--- config.mk ---
export PLATFORM = sky130hd
export DESIGN_NAME = serial_mag_cmp_flat
export DESIGN_NICKNAME = d
export VERILOG_FILES = /design/src/rtl/serial_mag_cmp_pkg.sv /design/src/rtl/serial_mag_cmp_if.sv /design/src/rtl/serial_mag_cmp_bit_cell.sv /design/src/rtl/serial_mag_cmp.sv /design/src/flat_wrapper.sv
export SDC_FILE = /design/constraint.sdc
export NUM_CORES = 1
export LEC_CHECK = 0
export BUFFER_PORTS_ARGS = -buffer_cell sky130_fd_sc_hd__buf_4
export CAP_MARGIN = 20
export CORE_AREA = 5 5 59 61
export CTS_CLUSTER_SIZE = 25
export DETAILED_ROUTE_END_ITERATION = 6
export DIE_AREA = 0 0 64 66
export PLACE_DENSITY = 0.72
export SETUP_SLACK_MARGIN = 0.5
export SYNTH_ARGS = -nofsm -noshare
export SYNTH_HDL_FRONTEND = slang
export SYNTH_HIERARCHICAL = 1
export SYNTH_SLANG_ARGS = --single-unit
--- constraint.sdc ---
create_clock -name CLOCK_50 -period 1.61 [get_ports CLOCK_50]
set_clock_uncertainty 0.05 [all_clocks]
set_input_delay 0.161 -clock CLOCK_50 [delete_from_list [all_inputs] [get_ports CLOCK_50]]
set_output_delay 0.161 -clock CLOCK_50 [all_outputs]
set_load 0.03 [all_outputs]
--- src/rtl/serial_mag_cmp_pkg.sv ---
// Shared types and result encodings for the bit-serial magnitude comparator.
// One-hot result codes are ordered {gt, lt, eq} so they map straight onto the flags.
package cmp_pkg;

    typedef enum logic [1:0] {
        IDLE  = 2'd0,
        SHIFT = 2'd1,
        DONE  = 2'd2
    } state_t;

    localparam logic [2:0] RES_GT   = 3'b100;
    localparam logic [2:0] RES_LT   = 3'b010;
    localparam logic [2:0] RES_EQ   = 3'b001;
    localparam logic [2:0] RES_NONE = 3'b000;

endpackage

--- src/rtl/serial_mag_cmp_if.sv ---
// Operand/result bundle for serial_mag_cmp.
// Both channels use valid/ready: a transfer happens on a rising clock edge where
// valid and ready are both high; the producer holds valid and its payload until then.
interface serial_mag_cmp_if #(
    parameter int WIDTH = 8
);
    logic             in_valid;
    logic             in_ready;
    logic             g;
    logic [WIDTH-1:0] a;
    logic [WIDTH-1:0] b;
    logic             out_valid;
    logic             out_ready;
    logic             gt;
    logic             lt;
    logic             eq;
    logic             busy;

    modport master (
        output in_valid, g, a, b, out_ready,
        input  in_ready, out_valid, gt, lt, eq, busy
    );

    modport slave (
        input  in_valid, g, a, b, out_ready,
        output in_ready, out_valid, gt, lt, eq, busy
    );
endinterface

--- src/rtl/serial_mag_cmp_bit_cell.sv ---
// One-bit compare cell: classifies a single bit pair as gt/lt/eq, or none when disabled.
module cmp_bit_cell
    import cmp_pkg::*;
(
    input  logic       g,
    input  logic       a,
    input  logic       b,
    output logic [2:0] res
);

    // Combinational classification of the current bit pair.
    always_comb begin
        res = RES_EQ;
        if (!g) begin
            res = RES_NONE;
        end else if (a & ~b) begin
            res = RES_GT;
        end else if (~a & b) begin
            res = RES_LT;
        end
    end

endmodule

--- src/rtl/serial_mag_cmp.sv ---
// Bit-serial magnitude comparator: walks operands MSB-first through cmp_bit_cell,
// one bit per clock, and returns one-hot gt/lt/eq flags.
// Optional macro SERIAL_MAG_CMP_EARLY_EXIT_EN: finish as soon as the first
// differing bit is seen instead of always spending WIDTH shift cycles.
module serial_mag_cmp
    import cmp_pkg::*;
#(
    parameter int WIDTH = 8
) (
    input  logic              CLOCK_50,
    input  logic              RST,
    serial_mag_cmp_if.slave   bus
);

    localparam int CNT_W = (WIDTH > 2) ? $clog2(WIDTH) : 1;

    state_t             state;
    logic [WIDTH-1:0]   sa;
    logic [WIDTH-1:0]   sb;
    logic               sg;
    logic [CNT_W-1:0]   cnt;
    logic               out_valid;
    logic [2:0]         flags;
    logic [2:0]         bit_res;
    logic               bit_diff;
    logic               decided;

    cmp_bit_cell u_cell (
        .g   (sg),
        .a   (sa[WIDTH-1]),
        .b   (sb[WIDTH-1]),
        .res (bit_res)
    );

    assign bit_diff = (bit_res == RES_GT) || (bit_res == RES_LT);
    // Once gt or lt is latched, later bits no longer matter.
    assign decided  = flags[2] | flags[1];

    assign bus.in_ready  = (state == IDLE);
    assign bus.busy      = (state != IDLE);
    assign bus.out_valid = out_valid;
    assign bus.gt        = flags[2];
    assign bus.lt        = flags[1];
    assign bus.eq        = flags[0];

    // Sequencer: load operands, shift one bit per clock, then hold the result.
    // A g=0 load enters DONE with out_valid low and presents it one cycle later,
    // so the disabled case still returns its (all-zero) result one clock after accept.
    always_ff @(posedge CLOCK_50) begin
        if (RST) begin
            state     <= IDLE;
            sa        <= '0;
            sb        <= '0;
            sg        <= 1'b0;
            cnt       <= '0;
            out_valid <= 1'b0;
            flags     <= RES_NONE;
        end else begin
            case (state)
                IDLE: begin
                    if (bus.in_valid) begin
                        sa    <= bus.a;
                        sb    <= bus.b;
                        sg    <= bus.g;
                        cnt   <= CNT_W'(WIDTH - 1);
                        flags <= RES_NONE;
                        state <= bus.g ? SHIFT : DONE;
                    end
                end
                SHIFT: begin
                    sa  <= {sa[WIDTH-2:0], 1'b0};
                    sb  <= {sb[WIDTH-2:0], 1'b0};
                    cnt <= cnt - CNT_W'(1);
                    if (!decided && bit_diff) begin
                        flags <= bit_res;
                    end
                    if (cnt == '0) begin
                        state     <= DONE;
                        out_valid <= 1'b1;
                        if (!decided && !bit_diff) begin
                            flags <= RES_EQ;
                        end
                    end
`ifdef SERIAL_MAG_CMP_EARLY_EXIT_EN
                    if (!decided && bit_diff) begin
                        state     <= DONE;
                        out_valid <= 1'b1;
                    end
`endif
                end
                DONE: begin
                    if (out_valid && bus.out_ready) begin
                        state     <= IDLE;
                        out_valid <= 1'b0;
                    end else begin
                        out_valid <= 1'b1;
                    end
                end
                default: begin
                    state     <= IDLE;
                    out_valid <= 1'b0;
                end
            endcase
        end
    end

endmodule

--- src/flat_wrapper.sv ---
// flat-port wrapper written by rule: the top's interface ports become plain ports
module serial_mag_cmp_flat import cmp_pkg::*;
#(
    parameter int WIDTH = 8
)
  (CLOCK_50, RST, bus_in_valid, bus_g, bus_a, bus_b, bus_out_ready, bus_in_ready, bus_out_valid, bus_gt, bus_lt, bus_eq, bus_busy);
  serial_mag_cmp_if #(.WIDTH(WIDTH)) bus_i ();
  input  logic CLOCK_50;
  input  logic RST;
  input wire logic [$bits(bus_i.in_valid)-1:0] bus_in_valid;
  input wire logic [$bits(bus_i.g)-1:0] bus_g;
  input wire logic [$bits(bus_i.a)-1:0] bus_a;
  input wire logic [$bits(bus_i.b)-1:0] bus_b;
  input wire logic [$bits(bus_i.out_ready)-1:0] bus_out_ready;
  output wire logic [$bits(bus_i.in_ready)-1:0] bus_in_ready;
  output wire logic [$bits(bus_i.out_valid)-1:0] bus_out_valid;
  output wire logic [$bits(bus_i.gt)-1:0] bus_gt;
  output wire logic [$bits(bus_i.lt)-1:0] bus_lt;
  output wire logic [$bits(bus_i.eq)-1:0] bus_eq;
  output wire logic [$bits(bus_i.busy)-1:0] bus_busy;
  assign bus_i.in_valid = bus_in_valid;
  assign bus_i.g = bus_g;
  assign bus_i.a = bus_a;
  assign bus_i.b = bus_b;
  assign bus_i.out_ready = bus_out_ready;
  assign bus_in_ready = bus_i.in_ready;
  assign bus_out_valid = bus_i.out_valid;
  assign bus_gt = bus_i.gt;
  assign bus_lt = bus_i.lt;
  assign bus_eq = bus_i.eq;
  assign bus_busy = bus_i.busy;
  serial_mag_cmp #(.WIDTH(WIDTH)) u_core (.CLOCK_50(CLOCK_50), .RST(RST), .bus(bus_i));
endmodule
==> reports/qor.txt <==
======================================================================================================
Standby leakage power                                                                         0.804 nW
Post-placement worst setup slack                                                             0.0440 ns
Element type at the critical path end                                                             flop
Pre-antenna DRT Iters                                                                                4
Final max-slew violation count                                                                       0
Area Overhead vs Synth                                                                           56.4%
Setup repair after global routing missed its margin                                               true
Wirelength, routed                                                                             3.61 mm
Antenna Nets Post-Route                                                                              0
Kind of critical path                                                                     flop to flop
Vias in the first global route                                                                    1194
Clock transition at the register clock pins on the worst setup and hold paths after CTS        0.16 ns
Width of the die                                                                            64 microns
Final worst path period share                                                                    99.5%
Global-route usage over all layers                                                               14.6%
Fin. Hold Viols                                                                                      1
Post-route minimum period                                                                      1.60 ns
CP startpoint kind                                                                                flop
Maximum buffer depth of the clock tree                                                               2
Starting utilization of the core area                                                            45.5%
Number of antenna cells inserted                                                                     0
Data required time of the worst path                                                           1.81 ns
Yosys cell types                                                                                    34
Root Driver                                                                                   clkbuf_4
Detailed-route DRC error count                                                                       0
Full die area                                                                             0.00422 sq mm
I/O pin count                                                                                       27
Final setup viols                                                                                    0
Maximum number of pins on one net before global-route repair                                        27
Placer's final routability congestion estimate                                                   0.822
Mean instance size in the synthesized netlist                                               9.19 sq um
Syn Nets                                                                                           173
Count of hold-fix buffers inserted at cts                                                            0
Worst slew margin                                                                                76.6%
Layout cell share with drive strength beyond 1                                                   58.8%
Filler cells                                                                                       212
F_max                                                                                          624 MHz
Hold/Removal Path Class                                                                   input pin to flop
Global-route wire length before repair                                                         5.02 mm
Number of levels the H-tree was split into                                                           1
Footprint of the multi-input gates                                                           975 sq um
Register bit count reported by yosys                                                                26
Final core utilization                                                                           71.2%
Number of cell rows                                                                                 20
Status                                                                                    complete, but fails checks
GRT Residual Overflow                                                                                0
Initial antenna violation count                                                                      0
Sequential cell area in the final layout                                                     542 sq um
Clock tree from TritonCTS                                                                        built
Synthesized instance count                                                                         145
Overall die height                                                                          66 microns
Max Fanout on Critical Path                                                                          7
HPWL reported at the end of detailed placement                                                 2.12 mm
FF-to-FF setup slack                                                                          0.008 ns
Vias after detailed routing                                                                       1215
Worst slew pin tran                                                                           0.350 ns
Violated checks                                                                            hold timing
Post-Syn Area                                                                             0.00133 sq mm
Maximum VDD drop                                                                              0.867 mV
Core ar.                                                                                  0.00293 sq mm
Total clock buffers created by CTS                                                                   3
Total of warnings raised by yosys                                                                    6
First-iteration detailed-routing DRC count                                                          28
Total number of nets in the final design                                                           216
Routed wire per std cell                                                                  16.4 microns
Worst-case hold slack                                                                       -0.0106 ns
Detail-routed via count per cell                                                                  5.52
Count of port buffers added during placement                                                        26
Number of clock sinks seen by CTS                                                                   26
Seq/Total Area, Yosys                                                                            39.1%
Final setup slack of the worst path                                                         0.00757 ns
Endpoint arrival time on the critical path                                                     1.80 ns
Power density cells                                                                       1450 mW/mm^2
Number of maximum-capacitance violations                                                             0
Latest clock arrival within the worst-skew pair                                                0.34 ns
======================================================================================================
layout by cell type (no fill, tap or decap), types with 3 or more instances in the layout:
cell,Yosys,final
dfxtp_1,26,19
buf_6,1,12
a211oi_1,16,4
nand2_1,4,4
buf_4,3,33
clkbuf_4,0,3
ha_4,0,5
dfxtp_4,0,5
nor2_2,0,8
inv_1,10,4
a211oi_2,0,12
and2_4,0,3
inv_2,0,4
mux2i_1,16,15
nor2_1,22,12
Yosys cell counts:
master,instances,area [sq um]
dfxtp_1,26,521
nor2_1,22,82.6
a211oi_1,16,120
mux2i_1,16,160
inv_1,10,37.5
ha_1,7,87.6
a21oi_1,5,25.0
nand2_1,4,15.0
and2_1,3,18.8
buf_2,3,15.0
buf_4,3,22.5
clkbuf_1,3,11.3
a21o_1,2,15.0
a22oi_1,2,15.0
a311oi_1,2,17.5
a31oi_1,2,12.5
nand3_1,2,10.0
a21boi_0,1,7.51
a311o_1,1,10.0
and3b_1,1,8.76
buf_6,1,11.3
nand2b_1,1,6.26
nand2b_4,1,13.8
nand4_1,1,6.26
nand4b_1,1,8.76
nor3_1,1,5.00
nor4_1,1,6.26
nor4b_1,1,8.76
o21a_1,1,7.51
o21a_4,1,15.0
o21ai_0,1,5.00
o221ai_1,1,8.76
or3b_1,1,8.76
xor2_1,1,8.76
registers in the layout, indices dropped and copies added (netlist names):
register / cells
u_core/sa: 8
u_core/sb: 8
u_core/cnt: 3
u_core/flags: 3
u_core/state: 2
u_core/bus.out_valid: 1
u_core/sg: 1
area by class of cell:
cell class                      instances  area share (%)
Clock buffer                            4            1.74
Timing Repair Buffer                   48            21.5
Sequential cell                        26            26.0
Multi-Input combinational cell         99            46.8
Inverter                               10            2.04
Tap cell                               33            1.98
repair_timing:
action / CTS / global route
setup endpoints to repair: 31 / 31
endpoints found under the hold margin: 0 / 0
buffers inserted: 8 / 5
pin swaps: 14 / 16
gates resized for setup: 25 / 47
cloned: 0 / 1
power by group:
part / switching [mW] / total [mW] / leakage (nW) / internal (mW)
sequential: 0.147 / 0.964 / 0.219 / 0.816
clock: 0.211 / 0.349 / 0.0210 / 0.139
combinational: 0.830 / 1.72 / 0.564 / 0.885
metrics by stage:
stage	setup TNS (ns)	power [mW]	instance area [sq um]	instances
2_1_floorplan	-0.00176	1.76	1410	145
3_3_place_gp	0	1.99	1650	202
3_5_place_dp	0	2.03	1650	202
4_1_cts	0	2.58	1830	214
5_1_grt	-0.164	3.22	2080	220
6_report	0	3.03	2080	220
worst max-delay path, stage by stage, from the launching register on:
cell and delay [ns]:
dfxtp_4 0.41, inv_4 0.05, ha_4 0.18, buf_6 0.13, nand2b_4 0.07, o21a_4 0.22, buf_6 0.13, nor2_1 0.03
a311oi_1 0.24
metal layers:
metal  wire, microns  vias up  GRT usage, %  share of wire [%]
met5               0        -             0                  0
li1                -      602             -                  -
met3             179       10          2.55                5.0
met1            1440      570          16.4                 40
met4              74        0          3.90                2.0
met2            1920       33          27.8                 53
final timing paths:
kind / from / endpoint / cells past startpoint
setup / recovery: u_core/state[0]$_SDFFE_PP0P_ / u_core/cnt[1]$_SDFFE_PP0P_ / 8
hold / removal: bus_a[0] / u_core/sa[0]$_SDFFE_PP0P_ / 3
setup reg to reg: u_core/state[0]$_SDFFE_PP0P_ / u_core/cnt[1]$_SDFFE_PP0P_ / 8
hold reg to reg: u_core/sb[4]$_SDFFE_PP0P_ / u_core/sb[4]$_SDFFE_PP0P_ / 2
cells by family (layout without fill, tap and decap cells):
kind of cell,after synthesis,after routing,share of synthesized area [%]
flops,26,26,39.1
fa+ha+maj,7,7,6.57
buf+inv,20,62,7.32
compound gates,35,35,19.4
xor+xnor,1,1,0.657
mux,16,16,12.0
simple gates,40,40,14.9
Power figures use the tool's default switching activity.
